**config.mk**
```make
export PLATFORM = sky130hd
export DESIGN_NAME = ssd1306_spi_receiver
export DESIGN_NICKNAME = d
export VERILOG_FILES = /design/src/rtl/ssd1306_pkg.sv /design/src/rtl/ssd1306_spi_deser.sv /design/src/rtl/ssd1306_spi_receiver.sv
export SDC_FILE = /design/constraint.sdc
export NUM_CORES = 1
export LEC_CHECK = 0
export BUFFER_PORTS_ARGS = -buffer_cell sky130_fd_sc_hd__buf_2
export CAP_MARGIN = 20
export CORE_MARGIN = 2
export CORE_UTILIZATION = 50
export CTS_BUF_LIST = sky130_fd_sc_hd__clkbuf_16
export DETAILED_ROUTE_END_ITERATION = 6
export PLACE_DENSITY_LB_ADDON = 0.1
export REMOVE_ABC_BUFFERS = 1
export SYNTH_ARGS = -nofsm -noshare
export SYNTH_HDL_FRONTEND = slang
export SYNTH_SLANG_ARGS = --single-unit
```
**constraint.sdc**
```tcl
create_clock -name clk_in -period 2.2 [get_ports clk_in]
set_clock_uncertainty 0.05 [all_clocks]
set_input_delay 0.33 -clock clk_in [delete_from_list [all_inputs] [get_ports clk_in]]
set_output_delay 0.33 -clock clk_in [all_outputs]
set_load 0.02 [all_outputs]
```
**src/rtl/ssd1306_pkg.sv**
```systemverilog
// Shared definitions for the SSD1306 command decoder and driver: column count,
// command opcodes and the range-command decoder state encoding.
package ssd1306_pkg;

    localparam int COLS = 128;

    localparam logic [7:0] CMD_SET_COL_RANGE  = 8'h21;
    localparam logic [7:0] CMD_SET_PAGE_RANGE = 8'h22;
    localparam logic [7:0] CMD_ADDR_MODE      = 8'h20;
    localparam logic [7:0] CMD_CONTRAST       = 8'h81;
    localparam logic [7:0] CMD_CHARGE_PUMP    = 8'h8D;
    localparam logic [7:0] CMD_MUX_RATIO      = 8'hA8;
    localparam logic [7:0] CMD_DISP_OFFSET    = 8'hD3;
    localparam logic [7:0] CMD_CLK_DIV        = 8'hD5;
    localparam logic [7:0] CMD_PRECHARGE      = 8'hD9;
    localparam logic [7:0] CMD_COM_PINS       = 8'hDA;
    localparam logic [7:0] CMD_VCOMH          = 8'hDB;

    typedef enum logic [2:0] {
        IDLE       = 3'd0,
        COL_START  = 3'd1,
        COL_END    = 3'd2,
        PAGE_START = 3'd3,
        PAGE_END   = 3'd4,
        SKIP1      = 3'd5
    } dec_state_e;

    // Commands whose single argument byte carries no addressing information.
    function automatic logic has_skip_arg(input logic [7:0] cmd);
        logic hit;
        case (cmd)
            CMD_ADDR_MODE, CMD_CONTRAST, CMD_CHARGE_PUMP, CMD_MUX_RATIO,
            CMD_DISP_OFFSET, CMD_CLK_DIV, CMD_PRECHARGE, CMD_COM_PINS,
            CMD_VCOMH: hit = 1'b1;
            default:   hit = 1'b0;
        endcase
        return hit;
    endfunction

endpackage

```
**src/rtl/ssd1306_spi_deser.sv**
```systemverilog
// SPI mode-0 byte deserializer: input synchronizers, edge detection, MSB-first
// shifting and detection of chip select released mid-byte.
module ssd1306_spi_deser
    import ssd1306_pkg::*;
#(
    parameter int SYNC_STAGES = 2
) (
    input  logic       clk_in,
    input  logic       reset_in,
    input  logic       spi_csn,
    input  logic       spi_clk,
    input  logic       spi_mosi,
    input  logic       spi_dc,
    output logic [7:0] byte_out,
    output logic       byte_dc,
    output logic       byte_rdy,
    output logic       byte_valid,
    output logic       frame_err
);

    // Each stage holds {csn, clk, mosi, dc}; csn presets high so reset never fakes an edge.
    localparam logic [3:0] SYNC_RESET = 4'b1000;

    logic [SYNC_STAGES-1:0][3:0] sync_q, sync_d;
    logic       csn_prev_q, csn_prev_d;
    logic       clk_prev_q, clk_prev_d;
    logic [6:0] shift_q, shift_d;
    logic [2:0] cnt_q, cnt_d;
    logic [7:0] byte_out_q, byte_out_d;
    logic       byte_dc_q, byte_dc_d;
    logic       rdy_q, rdy_d;
    logic       valid_q, valid_d;
    logic       ferr_q, ferr_d;

    logic csn_s, clk_s, mosi_s, dc_s;
    logic clk_rise_s, csn_rise_s;

    // Next-state logic for synchronizers, shifter and strobes.
    always_comb begin
        sync_d[0] = {spi_csn, spi_clk, spi_mosi, spi_dc};
        for (int i = 1; i < SYNC_STAGES; i++) begin
            sync_d[i] = sync_q[i-1];
        end
        {csn_s, clk_s, mosi_s, dc_s} = sync_q[SYNC_STAGES-1];
        clk_rise_s = clk_s & ~clk_prev_q;
        csn_rise_s = csn_s & ~csn_prev_q;

        csn_prev_d = csn_s;
        clk_prev_d = clk_s;
        shift_d    = shift_q;
        cnt_d      = cnt_q;
        byte_out_d = byte_out_q;
        byte_dc_d  = byte_dc_q;
        rdy_d      = 1'b0;
        valid_d    = rdy_q;
        ferr_d     = 1'b0;

        if (csn_rise_s) begin
            cnt_d  = 3'd0;
            ferr_d = (cnt_q != 3'd0);
        end else if (clk_rise_s && !csn_s) begin
            shift_d = {shift_q[5:0], mosi_s};
            cnt_d   = cnt_q + 3'd1;
            if (cnt_q == 3'd7) begin
                byte_out_d = {shift_q, mosi_s};
                byte_dc_d  = dc_s;
                rdy_d      = 1'b1;
            end else begin
                rdy_d = 1'b0;
            end
        end else begin
            cnt_d = cnt_q;
        end
    end

    // State registers with synchronous reset.
    always_ff @(posedge clk_in) begin
        if (reset_in) begin
            sync_q     <= {SYNC_STAGES{SYNC_RESET}};
            csn_prev_q <= 1'b1;
            clk_prev_q <= 1'b0;
            shift_q    <= 7'd0;
            cnt_q      <= 3'd0;
            byte_out_q <= 8'd0;
            byte_dc_q  <= 1'b0;
            rdy_q      <= 1'b0;
            valid_q    <= 1'b0;
            ferr_q     <= 1'b0;
        end else begin
            sync_q     <= sync_d;
            csn_prev_q <= csn_prev_d;
            clk_prev_q <= clk_prev_d;
            shift_q    <= shift_d;
            cnt_q      <= cnt_d;
            byte_out_q <= byte_out_d;
            byte_dc_q  <= byte_dc_d;
            rdy_q      <= rdy_d;
            valid_q    <= valid_d;
            ferr_q     <= ferr_d;
        end
    end

    assign byte_out   = byte_out_q;
    assign byte_dc    = byte_dc_q;
    assign byte_rdy   = rdy_q;
    assign byte_valid = valid_q;
    assign frame_err  = ferr_q;

endmodule

```
**src/rtl/ssd1306_spi_receiver.sv**
```systemverilog
// SSD1306 SPI receiver: decodes column/page range commands and turns display
// data bytes into framebuffer writes using horizontal addressing.
module ssd1306_spi_receiver
    import ssd1306_pkg::*;
#(
    parameter int PAGES       = 4,
    parameter int SYNC_STAGES = 2
) (
    input  logic                           clk_in,
    input  logic                           reset_in,
    input  logic                           spi_csn,
    input  logic                           spi_clk,
    input  logic                           spi_mosi,
    input  logic                           spi_dc,
    output logic [7:0]                     byte_out,
    output logic                           byte_dc,
    output logic                           byte_valid,
    output logic                           fb_we,
    output logic [$clog2(PAGES*COLS)-1:0]  fb_addr,
    output logic [7:0]                     fb_data,
    output logic                           frame_err
);

    localparam int PW = $clog2(PAGES);
    localparam int AW = $clog2(PAGES*COLS);
    localparam logic [PW-1:0] PAGE_ONE  = PW'(1);
    localparam logic [PW-1:0] PAGE_LAST = PW'(PAGES-1);

    logic des_rdy;

    ssd1306_spi_deser #(
        .SYNC_STAGES (SYNC_STAGES)
    ) u_deser (
        .clk_in     (clk_in),
        .reset_in   (reset_in),
        .spi_csn    (spi_csn),
        .spi_clk    (spi_clk),
        .spi_mosi   (spi_mosi),
        .spi_dc     (spi_dc),
        .byte_out   (byte_out),
        .byte_dc    (byte_dc),
        .byte_rdy   (des_rdy),
        .byte_valid (byte_valid),
        .frame_err  (frame_err)
    );

    dec_state_e     state_q, state_d;
    logic [6:0]     col_q, col_d;
    logic [6:0]     col_start_q, col_start_d;
    logic [6:0]     col_end_q, col_end_d;
    logic [PW-1:0]  page_q, page_d;
    logic [PW-1:0]  page_start_q, page_start_d;
    logic [PW-1:0]  page_end_q, page_end_d;
    logic           fb_we_q, fb_we_d;
    logic [AW-1:0]  fb_addr_q, fb_addr_d;
    logic [7:0]     fb_data_q, fb_data_d;

    // Command decoder and pointer advance; the framebuffer write lines up with byte_valid.
    always_comb begin
        state_d      = state_q;
        col_d        = col_q;
        col_start_d  = col_start_q;
        col_end_d    = col_end_q;
        page_d       = page_q;
        page_start_d = page_start_q;
        page_end_d   = page_end_q;
        fb_we_d      = 1'b0;
        fb_addr_d    = fb_addr_q;
        fb_data_d    = fb_data_q;

        if (des_rdy) begin
            if (byte_dc) begin
                // A data byte cancels any half-finished range command.
                state_d   = IDLE;
                fb_we_d   = 1'b1;
                fb_addr_d = {page_q, col_q};
                fb_data_d = byte_out;
                if (col_q == col_end_q) begin
                    col_d = col_start_q;
                    if (page_q == page_end_q) begin
                        page_d = page_start_q;
                    end else begin
                        page_d = page_q + PAGE_ONE;
                    end
                end else begin
                    col_d = col_q + 7'd1;
                end
            end else begin
                case (state_q)
                    IDLE: begin
                        if (byte_out == CMD_SET_COL_RANGE) begin
                            state_d = COL_START;
                        end else if (byte_out == CMD_SET_PAGE_RANGE) begin
                            state_d = PAGE_START;
                        end else if (has_skip_arg(byte_out)) begin
                            state_d = SKIP1;
                        end else begin
                            state_d = IDLE;
                        end
                    end
                    COL_START: begin
                        col_start_d = byte_out[6:0];
                        col_d       = byte_out[6:0];
                        state_d     = COL_END;
                    end
                    COL_END: begin
                        col_end_d = byte_out[6:0];
                        state_d   = IDLE;
                    end
                    PAGE_START: begin
                        page_start_d = byte_out[PW-1:0];
                        page_d       = byte_out[PW-1:0];
                        state_d      = PAGE_END;
                    end
                    PAGE_END: begin
                        page_end_d = byte_out[PW-1:0];
                        state_d    = IDLE;
                    end
                    SKIP1: begin
                        state_d = IDLE;
                    end
                    default: begin
                        state_d = IDLE;
                    end
                endcase
            end
        end else begin
            fb_we_d = 1'b0;
        end
    end

    // Decoder state, range registers, pointers and registered write port.
    always_ff @(posedge clk_in) begin
        if (reset_in) begin
            state_q      <= IDLE;
            col_q        <= 7'd0;
            col_start_q  <= 7'd0;
            col_end_q    <= 7'd127;
            page_q       <= '0;
            page_start_q <= '0;
            page_end_q   <= PAGE_LAST;
            fb_we_q      <= 1'b0;
            fb_addr_q    <= '0;
            fb_data_q    <= 8'd0;
        end else begin
            state_q      <= state_d;
            col_q        <= col_d;
            col_start_q  <= col_start_d;
            col_end_q    <= col_end_d;
            page_q       <= page_d;
            page_start_q <= page_start_d;
            page_end_q   <= page_end_d;
            fb_we_q      <= fb_we_d;
            fb_addr_q    <= fb_addr_d;
            fb_data_q    <= fb_data_d;
        end
    end

    assign fb_we   = fb_we_q;
    assign fb_addr = fb_addr_q;
    assign fb_data = fb_data_q;

endmodule

```
==> results of run 1 <==
[layout by cell type, fill, tap and decap left out, types with 4 or more instances in the layout]
cell type	n
sky130_fd_sc_hd__dfxtp_1	80
sky130_fd_sc_hd__nand3_1	11
sky130_fd_sc_hd__buf_4	10
sky130_fd_sc_hd__nand2_1	92
sky130_fd_sc_hd__clkbuf_16	9
sky130_fd_sc_hd__xor2_1	10
sky130_fd_sc_hd__a21oi_1	43
sky130_fd_sc_hd__inv_1	7
sky130_fd_sc_hd__mux2i_1	21
sky130_fd_sc_hd__nor2b_1	10
sky130_fd_sc_hd__xnor2_1	5
sky130_fd_sc_hd__o21ai_0	7
sky130_fd_sc_hd__buf_2	34
sky130_fd_sc_hd__nor2_1	32
sky130_fd_sc_hd__ha_1	4
[worst register-to-register path: stages (launching register included)]
cell,delay (ns)
sky130_fd_sc_hd__dfxtp_1,0.45
sky130_fd_sc_hd__xor2_2,0.12
sky130_fd_sc_hd__nor4_4,0.45
sky130_fd_sc_hd__nand2_2,0.22
sky130_fd_sc_hd__mux2i_1,0.17
sky130_fd_sc_hd__a221oi_1,0.29
[flip-flops by register name (all words and copies together), names as in the netlist, 4 cells and up]
register and cells:
fb_addr 9, fb_data 8, u_deser.byte_out 8, col_end_q 7, col_q 7, col_start_q 7
u_deser.shift_q 7, u_deser.sync_d 4
[area by class of cell]
type / instances / area share, %
multi-input cells: 284 / 42.3
flip-flops and latches: 80 / 41.0
repair buffers: 44 / 6.28
clock buffers: 9 / 5.76
well taps: 77 / 2.47
clock inverters: 5 / 1.54
inverters: 7 / 0.672
[Yosys cell counts (2+ instances only)]
| cell | instances | area (um^2) |
|---|---|---|
| sky130_fd_sc_hd__mux2i_1 | 21 | 210 |
| sky130_fd_sc_hd__nor2b_1 | 10 | 62.6 |
| sky130_fd_sc_hd__nand4_1 | 2 | 12.5 |
| sky130_fd_sc_hd__a311oi_1 | 3 | 26.3 |
| sky130_fd_sc_hd__a21oi_1 | 43 | 215 |
| sky130_fd_sc_hd__xor2_1 | 10 | 87.6 |
| sky130_fd_sc_hd__nor4b_2 | 2 | 30.0 |
| sky130_fd_sc_hd__nand2b_1 | 3 | 18.8 |
| sky130_fd_sc_hd__dfxtp_1 | 80 | 1600 |
| sky130_fd_sc_hd__nand2_1 | 92 | 345 |
| sky130_fd_sc_hd__a211oi_1 | 2 | 15.0 |
| sky130_fd_sc_hd__o21ai_0 | 7 | 35.0 |
| sky130_fd_sc_hd__ha_1 | 4 | 50.1 |
| sky130_fd_sc_hd__inv_1 | 7 | 26.3 |
| sky130_fd_sc_hd__xnor2_1 | 5 | 43.8 |
| sky130_fd_sc_hd__buf_1 | 5 | 18.8 |
| sky130_fd_sc_hd__buf_2 | 4 | 20.0 |
| sky130_fd_sc_hd__clkbuf_1 | 15 | 56.3 |
| sky130_fd_sc_hd__a221oi_1 | 3 | 26.3 |
| sky130_fd_sc_hd__and3_1 | 2 | 12.5 |
| sky130_fd_sc_hd__or2_2 | 3 | 18.8 |
| sky130_fd_sc_hd__nor2_1 | 32 | 120 |
| sky130_fd_sc_hd__a2111oi_2 | 2 | 30.0 |
| sky130_fd_sc_hd__nor3_1 | 3 | 15.0 |
| sky130_fd_sc_hd__nand3_1 | 11 | 55.1 |
| sky130_fd_sc_hd__a31o_1 | 2 | 17.5 |
[stage by stage]
stage               total power [mW]  worst slack, ns  hold slack (ns)
detailed placement              1.53            0.389            0.348
floorplan                       1.50           -0.334            0.339
finish                          2.94            0.353            0.124
global placement                1.53            0.452            0.344
global route                    3.03            0.186            0.120
CTS                             2.96            0.371            0.115
[routing by layer]
metal	part of all wire (%)	routed length (um)	vias to the layer above	global-route usage [%]
met2	48	3520	63	33.0
met1	45	3310	1271	26.9
met4	2.5	187	0	12.3
met5	0	0	-	0
li1	-	-	1397	-
met3	4.3	316	13	4.72
[power groups by stage]
stage | Clock, mW | Sequential (mW) | Combinational [mW]
CTS | 1.46 | 1.46 | 0.0419
global placement | 0 | 1.49 | 0.0416
global route | 1.53 | 1.46 | 0.0460
detailed placement | 0 | 1.49 | 0.0419
floorplan | 0 | 1.49 | 0.0119
finish | 1.44 | 1.46 | 0.0409
[kinds of logic (layout without fill, tap and decap cells)]
family | after synthesis | after routing | synth area share [%]
and+or+nand+nor | 169 | 169 | 23.1
muxes | 21 | 21 | 6.23
DFF | 80 | 80 | 47.4
AOI/OAI and AO/OA | 73 | 73 | 13.5
adders and majority gates | 5 | 5 | 1.78
xor gates and xnor gates | 16 | 16 | 4.37
buffers and inverters | 31 | 65 | 3.60
[worst paths after layout]
kind	startpoint	end	slack, ns	cells after the start
worst min register to register	u_deser.sync_d[7]	u_deser.csn_prev_d	0.36	1
worst min-delay path	spi_csn	u_deser.sync_d[7]	0.12	2
worst max register to register	col_q[0]	col_q[5]	0.35	5
worst max-delay path	col_q[0]	col_q[5]	0.35	5
==> reports/results.md, run 1 <==
* **P_int** 2.34 mW
* **number of gates resized after CTS** 0
* **vias after detailed routing** 2744
* **run status** complete, no violations
* **Startpoint Class** register
* **data required time of the critical path** 2.38 ns
* **max-cap check violation count** 0
* **min-delay worst type** in2reg
* **top flip-flop cell by instance count after synthesis** sky130_fd_sc_hd__dfxtp_1
* **average cell area after synthesis** 8.55 um^2
* **detailed-route DRC error count** 0
* **Max Transition Viols Final** 0
* **clock insertion delay at the later pin of the skew report** 0.33 ns
* **highest net fanout along the worst path** 6
* **area of the multi-input gates** 1650 um^2
* **FF+latch count, synth** 80
* **Placeable Area** 6420 um^2
* **CP Capture Type** register
* **Layout fillers** 588
* **all-layer global routing usage** 21.2%
* **switch share** 20.5%
* **Synth cell types** 48
* **final period utilization** 83.9%
* **max incr delay on CP** 0.45 ns
* **area of all sequential standard cells** 1600 um^2
* **H-tree depth** 3
* **die span in y** 86.2 um
* **layout cells sized above 1** 16.6%
* **routed wire length per instance** 14.5 um
* **total wirelength of the detailed-routed design** 7.34 mm
* **setup tns final** 0 ns
* **power share of the combinational group** 1.4%
* **routability-driven placement congestion ratio** 0.880
* **CTS clock-pin slew for the worst setup and hold paths** 0.06 ns
* **share of total power in the clock network** 48.9%
* **count of boundary I/O pins** 35
* **pin slew with the least headroom to its limit** 0.705 ns
* **net count reported at finish** 436
* **# port buffers** 34
* **deepest clock path buffer count** 2
* **CTS root buf** sky130_fd_sc_hd__clkbuf_16
* **Psw** 0.603 mW
* **overall die area** 7420 um^2
* **final design instance area without fill** 3910 um^2
* **Area growth syn-to-layout** 15.8%
* **hold buffer count at CTS** 0
* **sink count of the clock tree** 80
* **Crit Path Class** reg2reg
* **clock tree from TritonCTS** yes
* **warnings from Yosys** 0
* **Die W** 86.2 um
* **leakage power summed over all cells** 1.53 nW
* **global-route wire length before repair** 12.1 mm
* **Inserted Diodes** 0
* **number of setup buffers added after CTS** 0
* **Peak VDD IR** 0.439 mV
* **drt first pass iters** 4
* **Fin. Hold Viols** 0
* **family with the most delay on the worst path** simple AND/OR/NAND/NOR gates
* **number of synthesized flops with an enable pin** 0
* **Async S/R FF share, synth** 0%
* **routed via count divided by cell count** 5.42
* **crit path DAT** 2.03 ns
* **final setup violation count** 0
* **placed cell count** 492
* **power density over the cells** 752 nW/um^2
* **clock buffer count from CTS** 9
* **Placement Cell Area** 3620 um^2
* **gr ovfl total** 0
* **minimum clock period** 1.85 ns
* **Finished Layout Cells** 506
* **maximum number of pins on one net before global-route repair** 50
* **portion of the post-synthesis area used by sequential elements** 47.4%
* **count of standard-cell rows** 29
* **initial antenna violation count** 0
* **worst path cell trace** xor2_2 > nor4_4 > nand2_2 > mux2i_1 > a221oi_1
* **ANT nets after route** 0
* **HPWL Detailed** 4.92 mm
* **unrepaired setup endpoints after global routing** false
* **Initial Utilization** 52.6%
* **number of global-route vias before repair** 2495
* **worst slew margin relative to its limit** 52.9%
* **post-synthesis cell count** 395
* **cell type of the slowest stage on the worst timing path** sky130_fd_sc_hd__dfxtp_1
* **buffer and inverter count on the worst path** 0
* **share of total power in sequential cells** 49.7%
* **drt first-iter violations** 181
* **highest attainable clock frequency** 0.542 GHz
* **final core utilization** 60.8%
* **Post-Synthesis Cell Area** 3380 um^2
No activity file was read; power rests on OpenSTA's default activity.
==> run 2, diff against run 1 <==
==> constraint.sdc (replaced) <==
create_clock -name clk_in -period 1.8 [get_ports clk_in]
set_clock_uncertainty 0.05 [all_clocks]
set_input_delay 0.27 -clock clk_in [delete_from_list [all_inputs] [get_ports clk_in]]
set_output_delay 0.27 -clock clk_in [all_outputs]
set_load 0.02 [all_outputs]
==> reports/results.md, run 2 (synthesized netlist as in run 1, its figures left out) <==
* **run status** complete, no violations
* **placed cell count** 503, +2.2%
* **routed wire length per instance** 14.2 um, -1.9%
* **final setup violation count** 0, unchanged
* **clock insertion delay at the later pin of the skew report** 0.33 ns, about the same
* **global-route wire length before repair** 12.3 mm, +1.5%
* **minimum clock period** 1.79 ns, -0.0532 ns
* **worst slew margin relative to its limit** 53.4%, +0.55 points
* **final period utilization** 99.6%, +16 points
* **overall die area** 7420 um^2, unchanged
* **highest attainable clock frequency** 0.558 GHz, +3.0%
* **ANT nets after route** 0, unchanged
* **deepest clock path buffer count** 2, unchanged
* **power density over the cells** 888 nW/um^2, +18%
* **max FFs per register** 9, unchanged
* **Placeable Area** 6420 um^2, unchanged
* **Startpoint Class** register
* **total wirelength of the detailed-routed design** 7.40 mm, +0.76%
* **Layout fillers** 556, -5.4%
* **gr ovfl total** 0, unchanged
* **Finished Layout Cells** 520, +2.8%
* **final core utilization** 63.3%, +2.4 points
* **data required time of the critical path** 2.03 ns, -0.35 ns
* **Peak VDD IR** 0.683 mV, +56%
* **maximum number of pins on one net before global-route repair** 69, +38%
* **HPWL Detailed** 4.83 mm, -1.9%
* **Die W** 86.2 um, unchanged
* **Crit Path Class** reg2reg
* **routed via count divided by cell count** 5.40, -0.42%
* **crit path DAT** 2.02 ns, about the same
* **total design power** 3.61 mW, +23%
* **initial antenna violation count** 0, unchanged
* **leading cell type in the layout, fill and taps excluded** sky130_fd_sc_hd__nand2_1
* **highest net fanout along the worst path** 4, -2
* **routability-driven placement congestion ratio** 0.815, -7.5%
* **# port buffers** 34, unchanged
* **CTS root buf** sky130_fd_sc_hd__clkbuf_16
* **sink count of the clock tree** 80, unchanged
* **layout cells sized above 1** 20.3%, +3.8 points
* **setup tns final** 0 ns, unchanged
* **vias after detailed routing** 2808, +2.3%
* **number of global-route vias before repair** 2661, +6.7%
* **CTS clock-pin slew for the worst setup and hold paths** 0.06 ns, about the same
* **area of the multi-input gates** 1690 um^2, +2.3%
* **Initial Utilization** 52.6%, unchanged
* **drt first-iter violations** 150, -17%
* **all-layer global routing usage** 21.2%, +0.033 points
* **max-cap check violation count** 0, unchanged
* **count of standard-cell rows** 29, unchanged
* **net count reported at finish** 449, +3.0%
* **Inserted Diodes** 0, unchanged
* **drt first pass iters** 4, unchanged
* **area of all sequential standard cells** 1610 um^2, +0.31%
* **Fin. Hold Viols** 0, unchanged
* **clock tree from TritonCTS** yes
* **Max Transition Viols Final** 0, unchanged
* **clock buffer count from CTS** 9, unchanged
* **min-delay worst type** in2reg
* **die span in y** 86.2 um, unchanged
* **worst slack on hold paths** 0.0656 ns, -0.0588 ns
* **count of boundary I/O pins** 35, unchanged
* **leakage power summed over all cells** 1.61 nW, +5.0%
* **unrepaired setup endpoints after global routing** true
* **leading cell types in the layout, fill and taps excluded** sky130_fd_sc_hd__nand2_1 (92), sky130_fd_sc_hd__dfxtp_1 (76), sky130_fd_sc_hd__a21oi_1 (43)
* **pin slew with the least headroom to its limit** 0.697 ns, -0.00819 ns
* **Area growth syn-to-layout** 20.4%
* **CP Capture Type** register
* **detailed-route DRC error count** 0, unchanged
* **hold buffer count at CTS** 0, unchanged
* **H-tree depth** 3, unchanged
-- run 2: what timing repair did --
item                       in CTS  in global routing
gates cloned                    0                  0
setup endpoints to repair       3                  6
gates resized for setup         0                  9
setup buffers                   1                  1
pin swaps                       1                  2
-- run 2: layout make-up --
cell class | count | share of cell area, %
Inverter | 7 | 0.647
Clock buffer | 9 | 5.54
Timing Repair Buffer | 57 | 8.74
Sequential cell | 80 | 39.5
Clock inverter | 6 | 1.54
Multi-Input combinational cell | 284 | 41.6
Tap cell | 77 | 2.37
-- run 2: power by group --
part / switching [mW] / total [mW] / internal, mW / leakage (nW)
clock: 0.711 / 1.77 / 1.06 / 0.139
combinational: 0.0368 / 0.0531 / 0.0164 / 0.824
sequential: 0.00349 / 1.78 / 1.78 / 0.649
-- run 2: worst paths after layout --
kind	to	startpoint	slack, ns	cells past startpoint
worst max-delay path	page_q[1]	col_end_q[0]	0.007	6
worst min-delay path	u_deser.sync_d[7]	spi_csn	0.07	2
worst max register to register	page_q[1]	col_end_q[0]	0.007	6
worst min register to register	u_deser.csn_prev_d	u_deser.sync_d[7]	0.36	1
-- run 2: per-stage QoR --
| stage | instance area, um^2 | setup WS [ns] |
|---|---|---|
| final | 4060 | 0.00664 |
| after floorplan | 3280 | -0.734 |
| after detailed placement | 3720 | -0.0264 |
| after global routing | 4060 | -0.0456 |
| after global placement | 3720 | 0.0756 |
| after CTS | 4010 | 0.0133 |
-- run 2: routing by layer --
layer | wire (um) | vias up | GRT usage (%)
li1 | - | 1418 | -
met1 | 3410 | 1339 | 26.6
met2 | 3600 | 40 | 35.5
met3 | 241 | 11 | 3.75
met4 | 136 | 0 | 9.38
met5 | 0 | - | 0
-- run 2: critical path, stage by stage (launching register included) --
cell	delay, ns
sky130_fd_sc_hd__dfxtp_1	0.33
sky130_fd_sc_hd__xor2_2	0.19
sky130_fd_sc_hd__nor4_4	0.33
sky130_fd_sc_hd__buf_4	0.19
sky130_fd_sc_hd__a31oi_4	0.12
sky130_fd_sc_hd__a2111oi_1	0.37
sky130_fd_sc_hd__a31o_1	0.15
